## src/rtl/dumpoff_sched_pkg.sv

```systemverilog
// Shared types and default sizing for the dump-off switch sequencer.
package dumpoff_sched_pkg;

  localparam int DLY_W_DEF   = 16;
  localparam int CNT_W_DEF   = 10;
  localparam int TMO_CYC_DEF = 64;

  typedef enum logic [2:0] {
    IDLE,
    ARMED,
    DELAY,
    FIRE,
    ACTIVE,
    DONE
  } state_e;

endpackage

```

## src/rtl/dumpoff_sched_timer.sv

```systemverilog
// Loadable down-counter with a zero flag; used for both the post-RF delay
// and the ACTIVE-window timeout.
module dumpoff_sched_timer #(
  parameter int W = 16
) (
  input  logic         clk,
  input  logic         rst,
  input  logic         load,
  input  logic [W-1:0] load_val,
  input  logic         dec,
  output logic         zero
);

  logic [W-1:0] count;

  always_ff @(posedge clk or posedge rst) begin
    if (rst) begin
      count <= '0;
    end else if (load) begin
      count <= load_val;
    end else if (dec && (count != '0)) begin
      count <= count - W'(1);
    end
  end

  assign zero = (count == '0);

endmodule

```

## src/rtl/dumpoff_scheduler.sv

```systemverilog
// Dump-off switch sequencer: per echo, waits for rf_end, delays, fires
// state_start, then supervises the returned dumpoff window.
// Optional: define DUMPOFF_SCHED_SYNC_EN to pass rf_end/dumpoff through
// 2-flop synchronizers (rf_end edge-detected); adds 2 cycles of latency.
module dumpoff_scheduler
  import dumpoff_sched_pkg::*;
#(
  parameter int DLY_W   = DLY_W_DEF,
  parameter int CNT_W   = CNT_W_DEF,
  parameter int TMO_CYC = TMO_CYC_DEF
) (
  input  logic             clk_sys,
  input  logic             rst,
  input  logic             enable,
  input  logic             scan_start,
  input  logic [DLY_W-1:0] cfg_delay,
  input  logic [CNT_W-1:0] cfg_num,
  input  logic             rf_end,
  input  logic             dumpoff,
  output logic             state_start,
  output logic             busy,
  output logic [CNT_W-1:0] echo_idx,
  output logic             scan_done,
  output logic             err_overrun,
  output logic             err_timeout
);

  localparam int TMO_W = $clog2(TMO_CYC + 1);

  state_e           state, state_n;
  logic [DLY_W-1:0] cfg_delay_q;
  logic [CNT_W-1:0] cfg_num_q;
  logic             seen_high;
  logic             rf_ev;
  logic             dmp;
  logic             dly_load, dly_dec, dly_zero;
  logic             tmo_load, tmo_dec, tmo_zero;
  logic             latch_cfg, complete, timeout_hit, ovr_set;
  logic [CNT_W:0]   idx_inc;
  logic             last_echo;

`ifdef DUMPOFF_SCHED_SYNC_EN
  logic rf_sync_p0, rf_sync_p1, rf_sync_p2;
  logic dmp_sync_p0, dmp_sync_p1;

  // Sync stage: two flops per input, plus one extra rf flop for edge detect
  always_ff @(posedge clk_sys or posedge rst) begin
    if (rst) begin
      rf_sync_p0  <= 1'b0;
      rf_sync_p1  <= 1'b0;
      rf_sync_p2  <= 1'b0;
      dmp_sync_p0 <= 1'b0;
      dmp_sync_p1 <= 1'b0;
    end else begin
      rf_sync_p0  <= rf_end;
      rf_sync_p1  <= rf_sync_p0;
      rf_sync_p2  <= rf_sync_p1;
      dmp_sync_p0 <= dumpoff;
      dmp_sync_p1 <= dmp_sync_p0;
    end
  end

  assign rf_ev = rf_sync_p1 & ~rf_sync_p2;
  assign dmp   = dmp_sync_p1;
`else
  assign rf_ev = rf_end;
  assign dmp   = dumpoff;
`endif

  dumpoff_sched_timer #(.W(DLY_W)) u_dly_timer (
    .clk      (clk_sys),
    .rst      (rst),
    .load     (dly_load),
    .load_val (cfg_delay_q),
    .dec      (dly_dec),
    .zero     (dly_zero)
  );

  dumpoff_sched_timer #(.W(TMO_W)) u_tmo_timer (
    .clk      (clk_sys),
    .rst      (rst),
    .load     (tmo_load),
    .load_val (TMO_W'(TMO_CYC)),
    .dec      (tmo_dec),
    .zero     (tmo_zero)
  );

  assign idx_inc   = {1'b0, echo_idx} + {{CNT_W{1'b0}}, 1'b1};
  assign last_echo = (idx_inc == {1'b0, cfg_num_q});

  always_comb begin
    state_n     = state;
    latch_cfg   = 1'b0;
    dly_load    = 1'b0;
    dly_dec     = 1'b0;
    tmo_load    = 1'b0;
    tmo_dec     = 1'b0;
    complete    = 1'b0;
    timeout_hit = 1'b0;
    ovr_set     = 1'b0;

    // Dropping enable aborts silently: no flag updates, no done pulse
    if (!enable) begin
      state_n = IDLE;
    end else begin
      case (state)
        IDLE: begin
          if (scan_start) begin
            latch_cfg = 1'b1;
            state_n   = ARMED;
          end
        end
        ARMED: begin
          if (cfg_num_q == '0) begin
            state_n = DONE;
          end else if (rf_ev) begin
            dly_load = 1'b1;
            state_n  = DELAY;
          end
        end
        DELAY: begin
          ovr_set = rf_ev;
          if (dly_zero) begin
            state_n = FIRE;
          end else begin
            dly_dec = 1'b1;
          end
        end
        FIRE: begin
          ovr_set  = rf_ev;
          tmo_load = 1'b1;
          state_n  = ACTIVE;
        end
        ACTIVE: begin
          ovr_set = rf_ev;
          tmo_dec = 1'b1;
          // A real falling edge wins over a timeout landing in the same cycle
          if (seen_high && !dmp) begin
            complete = 1'b1;
          end else if (tmo_zero) begin
            complete    = 1'b1;
            timeout_hit = 1'b1;
          end
          if (complete) begin
            state_n = last_echo ? DONE : ARMED;
          end
        end
        DONE: begin
          state_n = IDLE;
        end
        default: begin
          state_n = IDLE;
        end
      endcase
    end
  end

  always_ff @(posedge clk_sys or posedge rst) begin
    if (rst) begin
      state       <= IDLE;
      cfg_delay_q <= '0;
      cfg_num_q   <= '0;
      echo_idx    <= '0;
      err_overrun <= 1'b0;
      err_timeout <= 1'b0;
      seen_high   <= 1'b0;
    end else begin
      state     <= state_n;
      seen_high <= (state == ACTIVE) && enable && (seen_high || dmp);
      if (latch_cfg) begin
        cfg_delay_q <= cfg_delay;
        cfg_num_q   <= cfg_num;
        echo_idx    <= '0;
        err_overrun <= 1'b0;
        err_timeout <= 1'b0;
      end else begin
        if (complete && (echo_idx < cfg_num_q)) begin
          echo_idx <= idx_inc[CNT_W-1:0];
        end
        if (ovr_set) begin
          err_overrun <= 1'b1;
        end
        if (timeout_hit) begin
          err_timeout <= 1'b1;
        end
      end
    end
  end

  assign state_start = (state == FIRE) && enable;
  assign scan_done   = (state == DONE) && enable;
  assign busy        = (state != IDLE);

endmodule

```

## config.mk

```make
export PLATFORM = sky130hd
export DESIGN_NAME = dumpoff_scheduler
export DESIGN_NICKNAME = d
export VERILOG_FILES = /design/src/rtl/dumpoff_sched_pkg.sv /design/src/rtl/dumpoff_sched_timer.sv /design/src/rtl/dumpoff_scheduler.sv
export SDC_FILE = /design/constraint.sdc
export NUM_CORES = 1
export LEC_CHECK = 0
export ABC_AREA = 1
export CAP_MARGIN = 10
export CORE_MARGIN = 1.5
export CORE_UTILIZATION = 30
export DETAILED_ROUTE_END_ITERATION = 10
export PLACE_DENSITY = 0.53
export SKIP_CTS_REPAIR_TIMING = 1
export SLEW_MARGIN = 20
export SYNTH_ARGS = -nofsm -noshare
export SYNTH_HDL_FRONTEND = slang
export SYNTH_SLANG_ARGS = --single-unit
```

## constraint.sdc

```tcl
create_clock -name clk_sys -period 3.9 [get_ports clk_sys]
set_input_delay 0.78 -clock clk_sys [delete_from_list [all_inputs] [get_ports clk_sys]]
set_output_delay 0.78 -clock clk_sys [all_outputs]
set_load 0.01 [all_outputs]
```

---- Word level (Yosys, flattened, before mapping) ----
Cells that the tools add are included.
cells by class
  $add $sub $neg .......................... 3
  multipliers ............................. 0
  div/mod/pow operators ................... 0
  $lt $le $gt $ge ......................... 1
  equality and inequality tests ........... 10
  shifts and indexed selects .............. 0
  mux-type cells .......................... 43
  bitwise logic cells ..................... 0
  reduce and logical (&&, ||, !) cells .... 24
operators with widths
  cell                                                                  number
  16-bit 2-to-1 mux                                                     2
  1-bit 2-to-1 mux                                                      29
  3-bit 2-to-1 mux                                                      7
  10-bit 2-to-1 mux                                                     2
  16-bit zero test                                                      1
  16-bit nonzero test                                                   1
  16-bit by 1-bit subtractor with 16-bit output, second input constant  1
  3-bit one-hot mux with 5 select lines                                 1
  7-bit 2-to-1 mux                                                      2
  10-bit by 1-bit adder with 11-bit output, second input constant       1
  11-bit by 10-bit == test with 1-bit output                            1
  10-bit zero test                                                      1
  10-bit less-than comparator                                           1
  2-bit nonzero test                                                    5
  3-bit != test, second input constant                                  3
  1-bit logical AND                                                     8
  7-bit zero test                                                       1
  7-bit nonzero test                                                    1
  7-bit by 1-bit subtractor with 7-bit output, second input constant    1
  3-bit by 2-bit == test with 1-bit output, second input constant       2
  3-bit == test, second input constant                                  2
  4-bit != test, second input constant                                  1
  4-bit AND reduction                                                   1
  3-bit by 1-bit == test with 1-bit output, second input constant       1
  5 further kinds                                                       5
storage, ports and cells
  flip-flop bits (word level) ............. 65
  latch bits .............................. 0
  bits in writable memories ............... 0
  ROM bits ................................ 0
  bits of input ports ..................... 32
  output and inout bits ................... 15
  word-level logic and storage cells ...... 90
  memories ................................ 0

---- Logic depth before layout (Yosys ltp) ----
  depth after elaboration ................. 10
  mapped depth ............................ 14
  mapped depth without buffers ............ 14

---- By module ----
Synthesis repeated with hierarchy kept, for this count alone.
second synthesis, totals
  cell total of the unflattened synthesis .. 553
  area total of the unflattened synthesis .. 3972.6 um^2
modules (own cells, without submodules)
  module                              instances  cells each  area each (um^2)  sequential area each (um^2)
  dumpoff_scheduler                   1          309         2337.2            1051.0
  dumpoff_sched_timer at u_dly_timer  1          170         1126.1            400.4
  dumpoff_sched_timer at u_tmo_timer  1          74          509.2             175.2

---- Worst setup path after synthesis ----
Ideal clock, no wire load.
  kind .................................... in2out
  start ................................... input enable
  end ..................................... output scan_done
  data arrival time ....................... 1268 ps
  data required time ...................... 3120 ps
  slack ................................... 1852 ps
  stages .................................. 2
  path buffers ............................ 0
  cell sequence ........................... inv_1 nor4_1
on the way
  word-level cells in the longest chain between the ends .. 1
ends and longest elaborated chain
  item               RTL line                  RTL
  from (decl)        dumpoff_scheduler.sv:14   input logic enable,
  1-bit logical AND  dumpoff_scheduler.sv:191  assign scan_done = (state == DONE) && enable;
  to (decl)          dumpoff_scheduler.sv:23   output logic scan_done,
Every way passes these cells.

---- Worst setup path after layout ----
Ends and elaborated chain as after synthesis.

==> impl_metrics.py <==
metrics = {
    "status": {
        "status": "completed",
    },
    "clocking": {
        "sink_count": 65,
        "cts-root-buf": "sky130_fd_sc_hd__clkbuf_16",
        "cts_buffer_depth": 2,
        "cts_inserted_buffers": 9,
        "h-tree-depth": 3,
        "cts.reportedPaths.clkPinSlew_ns": 0.05,
        "clock_tree_from_tritoncts": "built",
        "clk_latency_ns": 0.33,
    },
    "global_route": {
        "antenna_violations_before_repair": 0,
        "largest_net_degree_at_the_start_of_global_routing": 40,
        "grt.total_usage_pct": 15.3,
        "grt_first_pass_wirelength_um": 15400,
        "gr-total-overflow": 0,
        "first_global_vias": 3129,
    },
    "flow_run": {
        "cap_violations": 0,
    },
    "sta": {
        "finalCriticalPeriod_ns": 3.20,
        "rsz0062_at_grt": "no",
        "timing_worst_slew_pin_value_ns": 0.811,
        "clock-skew-final_ns": 0.00607,
        "slew_headroom_pct": 45.9,
        "tns_ns": 0,
        "max_freq_ghz": 0.313,
        "setup_viol": 0,
        "final-hold-violation-count": 0,
        "report.final.slew_viol_count": 0,
        "final_min_period_over_clock_period_pct": 82.0,
        "hold_ws_ns": 0.480,
    },
    "placement": {
        "area_post_placement_sq_um": 4300,
        "io_buffer_count": 46,
        "gp_congestion": 0.887,
        "post-dp-hpwl_um": 6740,
        "place.detailed.instances": 679,
    },
    "detailed_routing": {
        "post_drt_wl_per_cell_um": 13.0,
        "number_of_optimization_iterations_in_the_first_detailed_route_pass": 4,
        "ant_nets": 0,
        "viasPerCell": 4.71,
        "drt_wl_total_um": 9050,
        "count_of_unresolved_drc_violations_after_routing": 0,
        "detailed_route_via_count": 3270,
        "drt_first_iter_violations": 192,
    },
    "synth": {
        "synth.cell_area_sq_um": 3660,
        "syn_avg_cell_area_sq_um": 7.50,
        "synth-seq-area-share_pct": 44.5,
        "synth_top_area_share_pct": 44.5,
        "netlist-cell-type-count": 33,
        "syn-num-nets": 533,
        "synth-warning-count": 0,
        "syn-instance-count": 488,
        "top_post_synthesis_cells_by_area": "sky130_fd_sc_hd__dfrtp_1 (44%), sky130_fd_sc_hd__nand2_1 (15%), sky130_fd_sc_hd__nor2_1 (6.2%)",
        "synth.largest_area_cell": "sky130_fd_sc_hd__dfrtp_1",
        "synth.ff_latch_count": 65,
    },
    "floorplanning": {
        "dieWidth_um": 113,
        "effective_utilization_at_floorplan_pct": 30.6,
        "dieArea_sq_um": 12900,
        "floorplan.die.height_um": 113,
        "fp-row-count": 40,
        "core_region_area_sq_um": 12000,
        "io_pins": 47,
    },
    "pwr": {
        "p_int_mw": 1.84,
        "power_switching_share_pct": 36.9,
        "p_leak_nw": 2.14,
        "clkPwrFrac_pct": 27.4,
        "power-per-cell-area_nw_per_um2": 634,
        "switching_power_mw": 1.07,
        "part_of_the_power_in_combinational_logic_pct": 33.9,
        "seq_power_share_pct": 38.8,
        "vdd_drop_max_mv": 0.282,
    },
    "layout": {
        "drive_above_1_share_pct": 6.02,
        "multi_input_area_sq_um": 1780,
        "area.growth.synth_to_final_pct": 25.5,
        "finish.net_count": 588,
        "postLayoutCellArea_sq_um": 4590,
        "antenna_cells": 0,
        "fillers": 1221,
        "final-instance-count-excl-fill": 695,
        "register_area_sq_um": 1630,
    },
    "worst_setup_path": {
        "worst_setup_end_kind": "output port",
        "critical_path_peak_fanout": 8,
        "critPathArrivalTime_ns": 2.42,
        "worst_setup_path_category": "in -> out",
        "worst-endpoint-required_ns": 3.12,
        "setup.worst_path.start_class": "primary input",
    },
    "worst_hold_path": {
        "timing.hold.worst.class": "reg -> reg",
    },
}
[metrics by stage]
stage / total power, mW / util [%] / setup slack (ns)
floorplan: 1.83 / - / 1.49
global placement: 2.11 / 36.0 / 0.732
detailed placement: 2.13 / 36.0 / 0.719
CTS: 2.95 / 38.4 / 0.694
global route: 3.17 / 38.4 / 0.581
finish: 2.91 / 38.4 / 0.700
[power by group through the flow]
stage	logic, mW	registers [mW]	clock network (mW)
finish	0.986	1.13	0.796
global route	1.16	1.17	0.842
CTS	0.998	1.13	0.817
detailed placement	0.992	1.14	0
global placement	0.975	1.14	0
floorplan	0.744	1.08	0
[path summary, 6_finish.rpt]
path	start	to	slack, ns	depth (start not counted)
max	enable	scan_done	0.70	4
min	cfg_delay_q[9]	cfg_delay_q[9]	0.48	2
max reg2reg	state[1]	u_dly_timer.count[5]	1.68	8
min reg2reg	cfg_delay_q[9]	cfg_delay_q[9]	0.48	2
max in group asynchronous	rst	cfg_delay_q[10]	2.25	3
min in group asynchronous	rst	cfg_delay_q[3]	0.93	2
[sequential cells by signal, summed over array words and instances (netlist names)]
signal	flops
seen_high	1
u_dly_timer.count	16
state	3
echo_idx	10
cfg_delay_q	16
err_overrun	1
cfg_num_q	10
u_tmo_timer.count	7
err_timeout	1
[cells in the mapped netlist (all sizes together)]
cell and instances:
o22ai 3, and3 1, ha 13, and2 1, a211oi 1, nand2 146, buf 4, o211ai 7
nand4 8, nor3 6, or2 1, o2111ai 1, clkbuf 3, nand3 33, inv 58, nand3b 2
nor2 65, a22oi 1, a21oi 13, o221ai 4, nor4 2, o21ai 38, xor2 4, dfrtp 65
xnor2 8
[routing by layer]
metal  vias to the layer above  GRT usage (%)  wire (um)
met5                         -              0          0
met4                         0           6.75        184
met3                        11           2.92        370
met2                        78           21.9       3660
met1                      1481           22.4       4840
li1                       1700              -          -
[cells by family (layout without fill, tap and decap cells)]
kind of cell	after synthesis	after routing	synth area share [%]
AND/OR/NAND/NOR	265	265	30.6
AO/OA/AOI/OAI	68	68	10.6
flip-flops	65	65	44.5
buffers and inverters	65	125	6.98
adder cells (fa/ha/maj)	13	13	4.45
XOR/XNOR	12	12	2.87
[area by class of cell]
type | instances | area share (%)
multi-input combinational | 358 | 38.7
timing repair buffer | 51 | 10.8
tap | 147 | 4.00
clock inverter | 3 | 0.872
sequential | 65 | 35.4
clock buffer | 13 | 5.45
inverter | 58 | 4.74
[cell usage in the layout (no fill, tap or decap)]
cell type                         instances
sky130_fd_sc_hd__nor2_1                  60
sky130_fd_sc_hd__a21oi_2                  1
sky130_fd_sc_hd__clkinv_2                 2
sky130_fd_sc_hd__nor4_1                   2
sky130_fd_sc_hd__buf_4                    5
sky130_fd_sc_hd__xnor2_1                  8
sky130_fd_sc_hd__nand3_2                  2
sky130_fd_sc_hd__nor2_2                   4
sky130_fd_sc_hd__inv_2                    3
sky130_fd_sc_hd__nand2_1                143
sky130_fd_sc_hd__a21oi_1                 12
sky130_fd_sc_hd__a22oi_1                  1
sky130_fd_sc_hd__a211oi_1                 1
sky130_fd_sc_hd__xor2_1                   4
sky130_fd_sc_hd__or2_1                    1
sky130_fd_sc_hd__o221ai_1                 4
sky130_fd_sc_hd__o22ai_1                  3
sky130_fd_sc_hd__bufinv_16                1
sky130_fd_sc_hd__o21ai_1                  3
sky130_fd_sc_hd__o21ai_0                 35
sky130_fd_sc_hd__ha_1                    13
sky130_fd_sc_hd__clkbuf_8                 1
sky130_fd_sc_hd__clkdlybuf4s50_1         46
sky130_fd_sc_hd__nand4_1                  8
sky130_fd_sc_hd__nand3b_1                 2
sky130_fd_sc_hd__nor2_4                   1
sky130_fd_sc_hd__o211ai_1                 7
sky130_fd_sc_hd__nand3_1                 31
sky130_fd_sc_hd__clkbuf_16                9
sky130_fd_sc_hd__and3_2                   1
sky130_fd_sc_hd__clkbuf_1                 3
sky130_fd_sc_hd__nand2_2                  3
sky130_fd_sc_hd__and2_1                   1
sky130_fd_sc_hd__nor3_1                   6
sky130_fd_sc_hd__dfrtp_1                 65
sky130_fd_sc_hd__o2111ai_1                1
sky130_fd_sc_hd__inv_1                   55
[worst max-delay path: stages]
cell and delay, ns:
sky130_fd_sc_hd__clkdlybuf4s50_1 0.63, sky130_fd_sc_hd__inv_1 0.14, sky130_fd_sc_hd__nor4_1 0.29, sky130_fd_sc_hd__clkdlybuf4s50_1 0.58
(Power assumes the default switching activity.)
